===== config.mk =====
export PLATFORM = sky130hd
export DESIGN_NAME = mem_port_arbiter
export DESIGN_NICKNAME = d
export VERILOG_FILES = /design/src/rtl/mem_port_arbiter.sv
export SDC_FILE = /design/constraint.sdc
export NUM_CORES = 1
export LEC_CHECK = 0
export ABC_AREA = 1
export CORE_AREA = 2 2 117 119
export DETAILED_ROUTE_END_ITERATION = 16
export DIE_AREA = 0 0 119 121
export GPL_TIMING_DRIVEN = 1
export REMOVE_ABC_BUFFERS = 1
export SYNTH_ARGS = -nofsm -noshare
export SYNTH_HDL_FRONTEND = slang
export SYNTH_SLANG_ARGS = --single-unit

===== constraint.sdc =====
create_clock -name clock -period 2.4 [get_ports clock]
set_clock_uncertainty 0.05 [all_clocks]
set_input_delay 0.48 -clock clock [delete_from_list [all_inputs] [get_ports clock]]
set_output_delay 0.48 -clock clock [all_outputs]
set_load 0.02 [all_outputs]

===== src/rtl/mem_port_arbiter.sv =====
// mem_port_arbiter: shares the MEM-stage data port between the pipeline and a secondary (debug/loader) requester
// Ports:
//   clock, reset                 rising-edge clock, synchronous active-high reset
//   p_req/p_we/p_addr/p_wdata    pipeline access; p_stall holds MEM, p_rdata is combinational read data
//   d_req/d_we/d_addr/d_wdata    secondary access; d_gnt on grant, d_rvalid/d_rdata one cycle later
//   mem_addr/mem_wdata/mem_we    data RAM side (word address from addr[RAM_AW+1:2])
//   io_we                        I/O output-register write enable (addr[7] = 1)
//   mem_rdata/io_rdata           RAM and I/O read data
module mem_port_arbiter #(
  parameter int STARVE_LIMIT = 4,
  parameter int RAM_AW = 5
) (
  input  logic              clock,
  input  logic              reset,
  input  logic              p_req,
  input  logic              p_we,
  input  logic [31:0]       p_addr,
  input  logic [31:0]       p_wdata,
  output logic              p_stall,
  output logic [31:0]       p_rdata,
  input  logic              d_req,
  input  logic              d_we,
  input  logic [31:0]       d_addr,
  input  logic [31:0]       d_wdata,
  output logic              d_gnt,
  output logic              d_rvalid,
  output logic [31:0]       d_rdata,
  output logic [RAM_AW-1:0] mem_addr,
  output logic [31:0]       mem_wdata,
  output logic              mem_we,
  output logic              io_we,
  input  logic [31:0]       mem_rdata,
  input  logic [31:0]       io_rdata
);
  localparam logic [3:0] LIM = 4'(STARVE_LIMIT - 1);
  logic [3:0]  r_starve_cnt;
  logic        r_d_rvalid;
  logic [31:0] r_d_rdata;
  logic        w_force, w_gnt_d, w_gnt_p, w_any, w_we;
  logic [31:0] w_addr, w_rsel;
  logic        w_unused;
  always_comb begin
    w_force = d_req && (r_starve_cnt == LIM);
    w_gnt_d = !reset && d_req && (!p_req || w_force);
    w_gnt_p = !reset && p_req && !w_gnt_d;
    w_any   = w_gnt_p || w_gnt_d;
    w_addr  = w_gnt_d ? d_addr : p_addr;
    w_we    = w_gnt_d ? d_we : p_we;
    w_rsel  = w_addr[7] ? io_rdata : mem_rdata;
  end
  assign w_unused  = ^w_addr;
  assign d_gnt     = w_gnt_d;
  assign p_stall   = p_req && w_gnt_d;
  assign p_rdata   = w_rsel;
  assign mem_addr  = w_addr[RAM_AW+1:2];
  assign mem_wdata = w_gnt_d ? d_wdata : p_wdata;
  assign mem_we    = w_we && w_any && !w_addr[7];
  assign io_we     = w_we && w_any && w_addr[7];
  assign d_rvalid  = r_d_rvalid;
  assign d_rdata   = r_d_rdata;
  // the counter only advances while the secondary is actually losing; it saturates at the force point
  always_ff @(posedge clock) begin
    if (reset) begin
      r_starve_cnt <= '0;
      r_d_rvalid   <= 1'b0;
      r_d_rdata    <= '0;
    end else begin
      r_starve_cnt <= (w_gnt_d || !d_req) ? 4'd0 :
                      (w_gnt_p && r_starve_cnt != LIM) ? r_starve_cnt + 4'd1 : r_starve_cnt;
      r_d_rvalid   <= w_gnt_d;
      r_d_rdata    <= w_gnt_d ? w_rsel : r_d_rdata;
    end
  end
endmodule


==> flow_summary.rst <==
.. list-table::
   :header-rows: 1

   * - Metric
     - Value
   * - Capturing element type of the critical path
     - output pin
   * - Leading cell type by number of instances after synthesis
     - nand2_1
   * - Count of placed standard cells including taps
     - 944
   * - Die Ht
     - 121 um
   * - Leakage
     - 3.33 nW
   * - Sequential standard cell area
     - 743 um^2
   * - Floorplan Core Area
     - 13100 um^2
   * - Number of buffers on the longest clock path
     - 2
   * - Uppermost metal layer occupied by signal nets
     - met4
   * - Vias per inst
     - 4.26
   * - Sum of overflow across all layers after global routing
     - 0
   * - # rows
     - 42
   * - Count of unique library cells instantiated by Yosys
     - 17
   * - Crit path required time
     - 1870 ps
   * - Share of synthesized registers carrying an async set or reset
     - 0%
   * - Slowest cell on the critical path
     - dlygate4sd2_1
   * - Pin count of the biggest net entering global routing
     - 33
   * - Critical Path Start Type
     - input port
   * - Tcrit/Tclk final
     - 99.4%
   * - Area share of the largest cell type after synthesis
     - 27.4%
   * - Prevailing post-synth register cell
     - dfxtp_1
   * - Least setup slack across all paths after layout
     - 15.5 ps
   * - Leading area contributor after synthesis
     - dfxtp_1
   * - Final cell count without fillers
     - 971
   * - Layout Nets
     - 992
   * - Core occupancy in the finished layout
     - 50.3%
   * - Critical path arrival
     - 1850 ps
   * - Hold slack
     - 414 ps
   * - Post-synthesis register bit count
     - 37
   * - Master cell of the clock root buffer
     - clkbuf_16
   * - PD cells
     - 395 nW/um^2
   * - Delay-heaviest family, CP
     - buffers and inverters
   * - Horiz. Die Dim
     - 119 um
   * - Cells along the critical path
     - dlygate4sd2_1 > inv_2 > nor2_4 > buf_12 > nand2_8 > nand2_8 > buf_12 > clkbuf_16 > nand3_1 > and2_1 > buf_2
   * - Commonest cells in the netlist
     - nand2_1, nand3_1, inv_1
   * - Deepest level of the CTS H-tree
     - 2
   * - Total placed instance area
     - 5920 um^2
   * - Tmin final
     - 2380 ps
   * - Violation count after the first detailed-routing iteration
     - 158
   * - Last weighted congestion value of the routability-driven placer
     - 0.739
   * - Timing-limited maximum frequency
     - 419 MHz
   * - Power Total
     - 2.60 mW
   * - DRT Wirelength
     - 14.3 mm
   * - Cells after Synth
     - 468
   * - Number of max-cap violations
     - 0
   * - Final antenna-violating net count
     - 0
   * - Wire length of the first global-routing pass
     - 21.2 mm
   * - Average cell area after synthesis
     - 5.78 um^2
   * - Maximum fanout along the worst path
     - 6
   * - Max stage delay on crit path
     - 210 ps
   * - Outcome
     - completed
   * - Metal2 WL
     - 7.28 mm
   * - Total number of vias
     - 4135
   * - Boundary pin count
     - 304
   * - Setup-violating endpoint count in the final report
     - 0
   * - Number of antenna violations at the first check in global routing
     - 1
   * - Hpwl dp
     - 10.2 mm
   * - Headroom to the max-slew limit
     - 73.5%
   * - Accumulated negative setup slack
     - 0 ps
   * - Clock-pin slew on the worst setup and hold paths
     - 50 ps
   * - Pin slew with the least headroom to its limit
     - 398 ps
   * - Netlist area before placement
     - 2710 um^2
   * - Unrepaired setup endpoints after global routing
     - yes
   * - TritonCTS buffer count
     - 5
   * - Count of buffers from port buffering
     - 251
   * - Area overhead of the layout relative to synthesis
     - 143%
   * - Final cell area excluding filler cells
     - 6580 um^2
   * - Yosys warns
     - 0
   * - Fin. max-slew vios
     - 0
   * - Number of enable flip-flop cells after synthesis
     - 0
   * - Min-delay worst type
     - reg2reg
   * - Post-route DRC
     - 0
   * - Seq/Total Area, Yosys
     - 27.4%
   * - Number of hold buffers added after CTS
     - 0
   * - Wire length per cell
     - 14.7 um
   * - Latest clock arrival within the worst-skew pair
     - 280 ps
   * - Clock tree from TritonCTS
     - yes
   * - Dpl ws
     - -661 ps
   * - Detailed-routed wire length on met3
     - 718 um
   * - Number of filler cells placed in the layout
     - 1298
   * - Peak supply drop
     - 0.230 mV
   * - Kind of critical path
     - in2out
   * - Effective utilization at floorplan
     - 20.7%
   * - Fraction of layout cells with a size suffix above 1
     - 27.0%
   * - Hold Violations, Final
     - 0
   * - DIE AREA
     - 14400 um^2
   * - Buffering stage count on the worst path with inverters included
     - 6
   * - Drt pass-1 iters
     - 5
   * - Combined area of the multi-input logic cells
     - 1770 um^2
   * - Met1 wire length
     - 6.01 mm
   * - Top cells by area in the synthesized netlist
     - dfxtp_1, nand3_1, nand2_1
   * - Num Clock Sinks
     - 37
   * - Vias in the first global route
     - 4135
   * - Total GRT Usage
     - 18.4%
-- cell families (layout without fill, tap and decap cells) --
family	count (synthesis)	count (layout)	synth area share, %
xor gates and xnor gates	2	2	0.647
other	0	1	0
and+or+nand+nor	323	323	54.6
adders and majority gates	1	1	0.462
DFF	37	37	27.4
buffers and inverters	104	430	16.7
AOI/OAI and AO/OA	1	1	0.185
-- layout make-up --
class	instances	area share, %
clock buffer	7	2.17
multi-input combinational	327	26.8
inverter	74	4.34
antenna	1	0.0380
timing repair buffer	348	51.5
tap	176	3.35
clock inverter	1	0.457
sequential	37	11.3
-- what timing repair did --
action / in CTS / in global routing
setup buffers: 7 / 2
cloned: 7 / 3
pin swaps: 5 / 10
gates resized for setup: 291 / 85
setup endpoints to repair: 73 / 66
-- cells in the final DEF (no fill, tap or decap), drive strengths merged --
master / instances
nand3: 135
clkdlybuf4s50: 173
nor2: 7
clkbuf: 19
nand2: 149
dlygate4sd2: 7
dfxtp: 37
inv: 74
and2: 32
xnor2: 1
buf: 141
bufinv: 1
clkdlybuf4s15: 15
ha: 1
o21ai: 1
xor2: 1
diode: 1
-- worst paths after layout --
path	startpoint	to	slack, ps	cells after the start
hold / removal	d_rdata[18]	d_rdata[18]	410	2
setup / recovery	d_req	p_rdata[8]	20	11
setup reg to reg	r_starve_cnt[0]	d_rdata[25]	720	11
hold reg to reg	d_rdata[18]	d_rdata[18]	410	2
-- registers in the layout (all words and copies together), names as in the netlist --
register / cells
r_starve_cnt: 4
d_rdata: 32
d_rvalid: 1
-- power by group --
part           internal (mW)  switching, mW  total [mW]
registers              0.652         0.0198       0.672
clock network          0.519          0.251       0.770
logic                  0.631          0.524        1.16
-- routing by layer --
layer / GRT usage [%] / up-vias
li1: - / 2108
met3: 3.76 / 19
met1: 22.5 / 1879
met2: 32.4 / 129
met4: 5.80 / 0
met5: 0 / -
-- worst register-to-register path, stage by stage, from the launching register on --
cell,delay [ps]
dfxtp_2,330
ha_4,170
nand2_4,90
nand2_8,70
buf_6,130
nand3_4,70
buf_12,140
buf_12,120
nand3_1,90
buf_4,140
nand3_1,90
nand2_1,60
(Power assumes the default switching activity.)
